File: src/rtl/axis_pkg.sv
// -----------------------------------------------------------------------------
// axis_pkg
// Shared definitions for the byte-wide AXI-Stream master stage and the packet
// collector that sits downstream of it.
//   AXIS_DATA_W     default beat width in bits
//   AXIS_PKT_BEATS  default packet length in beats (master stage emits packets
//                   of this length; the collector stores this many beats)
//   collect_state_t collector FSM states
// -----------------------------------------------------------------------------
package axis_pkg;

    localparam int AXIS_DATA_W    = 8;
    localparam int AXIS_PKT_BEATS = 4;

    typedef enum logic [1:0] {
        COLLECT = 2'd0,
        DISCARD = 2'd1,
        HOLD    = 2'd2
    } collect_state_t;

endpackage

File: src/rtl/axis_s_pkt_collector.sv
// -----------------------------------------------------------------------------
// axis_s_pkt_collector
// AXI-Stream slave that packs each tlast-delimited packet into one parallel
// word and offers it, with beat count, byte sum and truncation flag, on a
// valid/ready packet port. The stream is backpressured while a completed
// packet waits to be taken.
//
// Ports
//   s_axis_aclk    in   clock, all logic on rising edge
//   s_axis_areset  in   synchronous active-high reset
//   s_axis_tvalid  in   beat valid
//   s_axis_tready  out  beat accept (decoded from state, low during reset)
//   s_axis_tdata   in   beat data, DATA_W bits
//   s_axis_tlast   in   last beat of packet
//   pkt_valid      out  completed packet available
//   pkt_ready      in   consumer takes the packet
//   pkt_data       out  beat i at [i*DATA_W +: DATA_W], unused lanes zero
//   pkt_len        out  beats stored, 1..MAX_BEATS
//   pkt_sum        out  unsigned sum of stored beats
//   pkt_err        out  packet was longer than MAX_BEATS and got truncated
// -----------------------------------------------------------------------------
module axis_s_pkt_collector
    import axis_pkg::*;
#(
    parameter int DATA_W    = AXIS_DATA_W,
    parameter int MAX_BEATS = AXIS_PKT_BEATS,
    parameter int LEN_W     = $clog2(MAX_BEATS + 1),
    parameter int SUM_W     = DATA_W + LEN_W
) (
    input  logic                        s_axis_aclk,
    input  logic                        s_axis_areset,
    input  logic                        s_axis_tvalid,
    output logic                        s_axis_tready,
    input  logic [DATA_W-1:0]           s_axis_tdata,
    input  logic                        s_axis_tlast,
    output logic                        pkt_valid,
    input  logic                        pkt_ready,
    output logic [MAX_BEATS*DATA_W-1:0] pkt_data,
    output logic [LEN_W-1:0]            pkt_len,
    output logic [SUM_W-1:0]            pkt_sum,
    output logic                        pkt_err
);

    localparam logic [LEN_W-1:0] LAST_IDX = LEN_W'(MAX_BEATS - 1);
    localparam logic [LEN_W-1:0] FULL_LEN = LEN_W'(MAX_BEATS);

    collect_state_t              state_q;
    collect_state_t              state_d;
    logic [MAX_BEATS*DATA_W-1:0] lanes_q;
    logic [LEN_W-1:0]            idx_q;
    logic [SUM_W-1:0]            sum_q;
    logic [LEN_W-1:0]            len_q;
    logic                        err_q;
    logic                        valid_q;
    logic                        beat_acc;

    // idx stops at the last lane so a lane write can never run off the word.
    function automatic logic [LEN_W-1:0] idx_sat_inc(input logic [LEN_W-1:0] i);
        return (i == LAST_IDX) ? i : i + 1'b1;
    endfunction

    // Zero-extended accumulate; SUM_W holds MAX_BEATS full-scale beats.
    function automatic logic [SUM_W-1:0] sum_add(input logic [SUM_W-1:0]  s,
                                                 input logic [DATA_W-1:0] d);
        return s + {{LEN_W{1'b0}}, d};
    endfunction

    assign s_axis_tready = (state_q != HOLD) && !s_axis_areset;
    assign beat_acc      = s_axis_tvalid && s_axis_tready;

    // State register
    always_ff @(posedge s_axis_aclk) begin
        if (s_axis_areset) begin
            state_q <= COLLECT;
        end else begin
            state_q <= state_d;
        end
    end

    // Next-state decode
    always_comb begin
        state_d = state_q;
        case (state_q)
            COLLECT: begin
                if (beat_acc) begin
                    if (s_axis_tlast) begin
                        state_d = HOLD;
                    end else if (idx_q == LAST_IDX) begin
                        state_d = DISCARD;
                    end
                end
            end
            DISCARD: begin
                if (beat_acc && s_axis_tlast) begin
                    state_d = HOLD;
                end
            end
            HOLD: begin
                if (pkt_ready) begin
                    state_d = COLLECT;
                end
            end
            default: state_d = COLLECT;
        endcase
    end

    // Datapath: lanes, index, sum, length, error and packet valid
    always_ff @(posedge s_axis_aclk) begin
        if (s_axis_areset) begin
            lanes_q <= '0;
            idx_q   <= '0;
            sum_q   <= '0;
            len_q   <= '0;
            err_q   <= 1'b0;
            valid_q <= 1'b0;
        end else begin
            case (state_q)
                COLLECT: begin
                    if (beat_acc) begin
                        lanes_q[idx_q*DATA_W +: DATA_W] <= s_axis_tdata;
                        sum_q <= sum_add(sum_q, s_axis_tdata);
                        idx_q <= idx_sat_inc(idx_q);
                        if (s_axis_tlast) begin
                            len_q   <= idx_q + 1'b1;
                            err_q   <= 1'b0;
                            valid_q <= 1'b1;
                        end else if (idx_q == LAST_IDX) begin
                            err_q   <= 1'b1;
                        end
                    end
                end
                DISCARD: begin
                    // Overflow beats are swallowed; stored lanes and sum stay put.
                    if (beat_acc && s_axis_tlast) begin
                        len_q   <= FULL_LEN;
                        valid_q <= 1'b1;
                    end
                end
                HOLD: begin
                    if (pkt_ready) begin
                        lanes_q <= '0;
                        idx_q   <= '0;
                        sum_q   <= '0;
                        valid_q <= 1'b0;
                    end
                end
                default: begin
                    valid_q <= 1'b0;
                end
            endcase
        end
    end

    assign pkt_valid = valid_q;
    assign pkt_data  = lanes_q;
    assign pkt_len   = len_q;
    assign pkt_sum   = sum_q;
    assign pkt_err   = err_q;

endmodule

File: config.mk
export PLATFORM = sky130hd
export DESIGN_NAME = axis_s_pkt_collector
export DESIGN_NICKNAME = d
export VERILOG_FILES = /design/src/rtl/axis_pkg.sv /design/src/rtl/axis_s_pkt_collector.sv
export SDC_FILE = /design/constraint.sdc
export NUM_CORES = 1
export LEC_CHECK = 0
export BUFFER_PORTS_ARGS = -buffer_cell sky130_fd_sc_hd__buf_4
export CAP_MARGIN = 20
export CORE_UTILIZATION = 50
export CTS_BUF_LIST = sky130_fd_sc_hd__clkbuf_8 sky130_fd_sc_hd__clkbuf_16
export DETAILED_ROUTE_END_ITERATION = 16
export PLACE_DENSITY = 0.76
export SYNTH_ARGS = -nofsm -noshare
export SYNTH_HDL_FRONTEND = slang
export SYNTH_SLANG_ARGS = --single-unit
export TNS_END_PERCENT = 30
File: constraint.sdc
create_clock -name s_axis_aclk -period 3.5 [get_ports s_axis_aclk]
set_input_delay 1.05 -clock s_axis_aclk [delete_from_list [all_inputs] [get_ports s_axis_aclk]]
set_output_delay 1.05 -clock s_axis_aclk [all_outputs]
set_load 0.02 [all_outputs]
==> metrics.cfg <==
[status]
status = complete, no violations

[run]
drv_cap = 0

[grt]
grtUsageTotal_pct = 24.40
grt_pass1_wl_mm = 9.742
antenna_found_initial = 0
grt-ovfl-total = 0
grt_pass1_vias = 2056
grt_max_degree = 53

[logic_synthesis]
ys_warn_count = 0
synth_area_leaders = dfxtp_1, a21oi_1, ha_1
syn_nets = 305
synthCells = 279
syn_area_per_cell_um2 = 8.700
yosysUniqueCellTypes = 38
ys_dominant_reg_cell = dfxtp_1
synth_seq_cells = 53
yosysSeqAreaShare_pct = 43.71
synth_top_cell_by_area = dfxtp_1
synth_edf_count = 0
netlist.area_leader.share_pct = 43.71
syn_area_um2 = 2427
async_flop_share_pct = 0

[finish]
final_util_pct = 66.69
antenna_cells = 0
layout_common_cells = buf_4, dfxtp_1, a21oi_1, nor2_1, nand2_1
layout.cells.non_filler = 391
multiInputGateArea_um2 = 1296
final_common_cell = buf_4
fin_area_um2 = 3004
syn2layout_area_growth_pct = 23.76
nets = 364
seq_area_um2 = 1061
nFillCells = 395
drive_gt1_share_pct = 23.01

[placement]
gp_congestion = 0.8818
dp.cells = 383
portBuffers = 61
place_area_um2 = 2918
place_ws_ns = 0.6734
dp.final_hpwl_mm = 4.238

[power]
p_int_uw = 852.4
power_mw = 1.207
power_leakage_nw = 1.260
powerDensity_nw_per_um2 = 401.7
swShare_pct = 29.36
clockPowerShare_pct = 28.1
seq_power_share_pct = 53.0
combPwrFrac_pct = 18.9
p_sw_uw = 354.3
vdd_drop_max_mv = 0.2225

[sta]
slew_viol_final = 0
tightest_slew_ns = 0.5951
layout_min_cycle_time_ns = 2.808
setup_viol = 0
hold_ws_ns = 0.4700
hold_viol_final = 0
rsz0062_at_grt = no
fin_skew_ns = 0.007599
slew_headroom_pct = 60.06
finalSetupTns_ns = 0
fin_ws_ns = 0.6923
fmax_mhz = 356.2
period_share_pct = 80.22

[cts]
clk_latency_ns = 0.31
clk_pin_slew_worst_paths_ns = 0.09
cts_hold_buf = 0
cts_max_level = 2
cts_inserted_buffers = 5
cts_repair_resize_count = 0
clock_sinks = 53
cts_tree = done
postCtsSetupBuffers = 0
cts_buffer_depth = 2
cts-root-buf = clkbuf_8

[setup_path]
arrival_ns = 1.76
path_max_fanout = 52
critical_path_class = input pin to primary output
cp.required_ns = 2.45
worst_setup_path_end_kind = primary output
critPathLaunchType = input pin

[die]
initial_core_util_pct = 53.89
die-height_um = 71.68
num_rows = 24
die_w_um = 71.68
ios = 62
core_area_um2 = 4504
die_area_um2 = 5137

[drt]
drt_pass1_iterations = 4
antenna_left = 0
vias = 2233
avgRoutedWirePerCell_um = 15.16
drt_iter0_markers = 122
vias_per_cell = 5.711
wirelength_mm = 5.928
drc_errors = 0

[worst_hold_path]
min_path_type = register to register

## power by group through the flow
stage          sequential [mW]  combinational (mW)  clock, mW
2_1_floorplan            0.668               0.131          0
3_3_place_gp             0.654               0.222          0
3_5_place_dp             0.654               0.226          0
4_1_cts                  0.640               0.227      0.351
5_1_grt                  0.643               0.251      0.372
6_report                 0.640               0.228      0.339
## cell type report
cell class,instances,area share (%)
clock buffers,5,2.291
repair buffers,64,15.99
inverters,4,0.4998
flip-flops and latches,53,35.32
clock inverters,3,0.5831
well taps,52,2.166
multi-input cells,210,43.15
## synth_stat cells (3+ instances only)
cell and n:
nand3_1 20, o21ai_0 9, clkbuf_1 9, a21o_1 3
nand2_1 24, nand4_1 3, dfxtp_1 53, a21oi_1 37
nor3_1 6, ha_1 12, xor2_1 6, nor2b_1 3
a211oi_1 3, nand2b_1 6, inv_1 4, nand3b_1 3
a22oi_1 19, nor2_1 33
## routing by layer
metal | global-route usage (%) | vias up | routed length (µm)
met5 | 0 | - | 0
met1 | 33.48 | 1045 | 2718
met3 | 4.501 | 8 | 395
met4 | 7.190 | 0 | 78
li1 | - | 1115 | -
met2 | 39.31 | 65 | 2735
## registers in the layout, indices dropped and copies added (netlist names)
signal and cells:
pkt_len 3, pkt_sum 11, pkt_data 32, idx_q 3
pkt_valid 1, pkt_err 1, state_q 2
## worst paths after layout
| path | from | endpoint | slack, ns | depth (start not counted) |
|---|---|---|---|---|
| max | s_axis_areset | s_axis_tready | 0.69 | 3 |
| min | pkt_data[11] | pkt_data[11] | 0.47 | 2 |
| max reg2reg | idx_q[0] | pkt_data[7] | 0.79 | 8 |
| min reg2reg | pkt_data[11] | pkt_data[11] | 0.47 | 2 |
## cells by family after synthesis
| kind of cell | share of synthesized area (%) |
|---|---|
| AOI/OAI and AO/OA | 19.90 |
| xor gates and xnor gates | 2.887 |
| adders and majority gates | 7.010 |
| buffers and inverters | 3.144 |
| DFF | 43.71 |
| muxes | 0.4124 |
| and+or+nand+nor | 22.94 |
## critical path, cell delays in order
cell	delay, ns
buf_4	0.42
nor2_1	0.10
buf_4	0.18
Power figures use the tool's default switching activity.
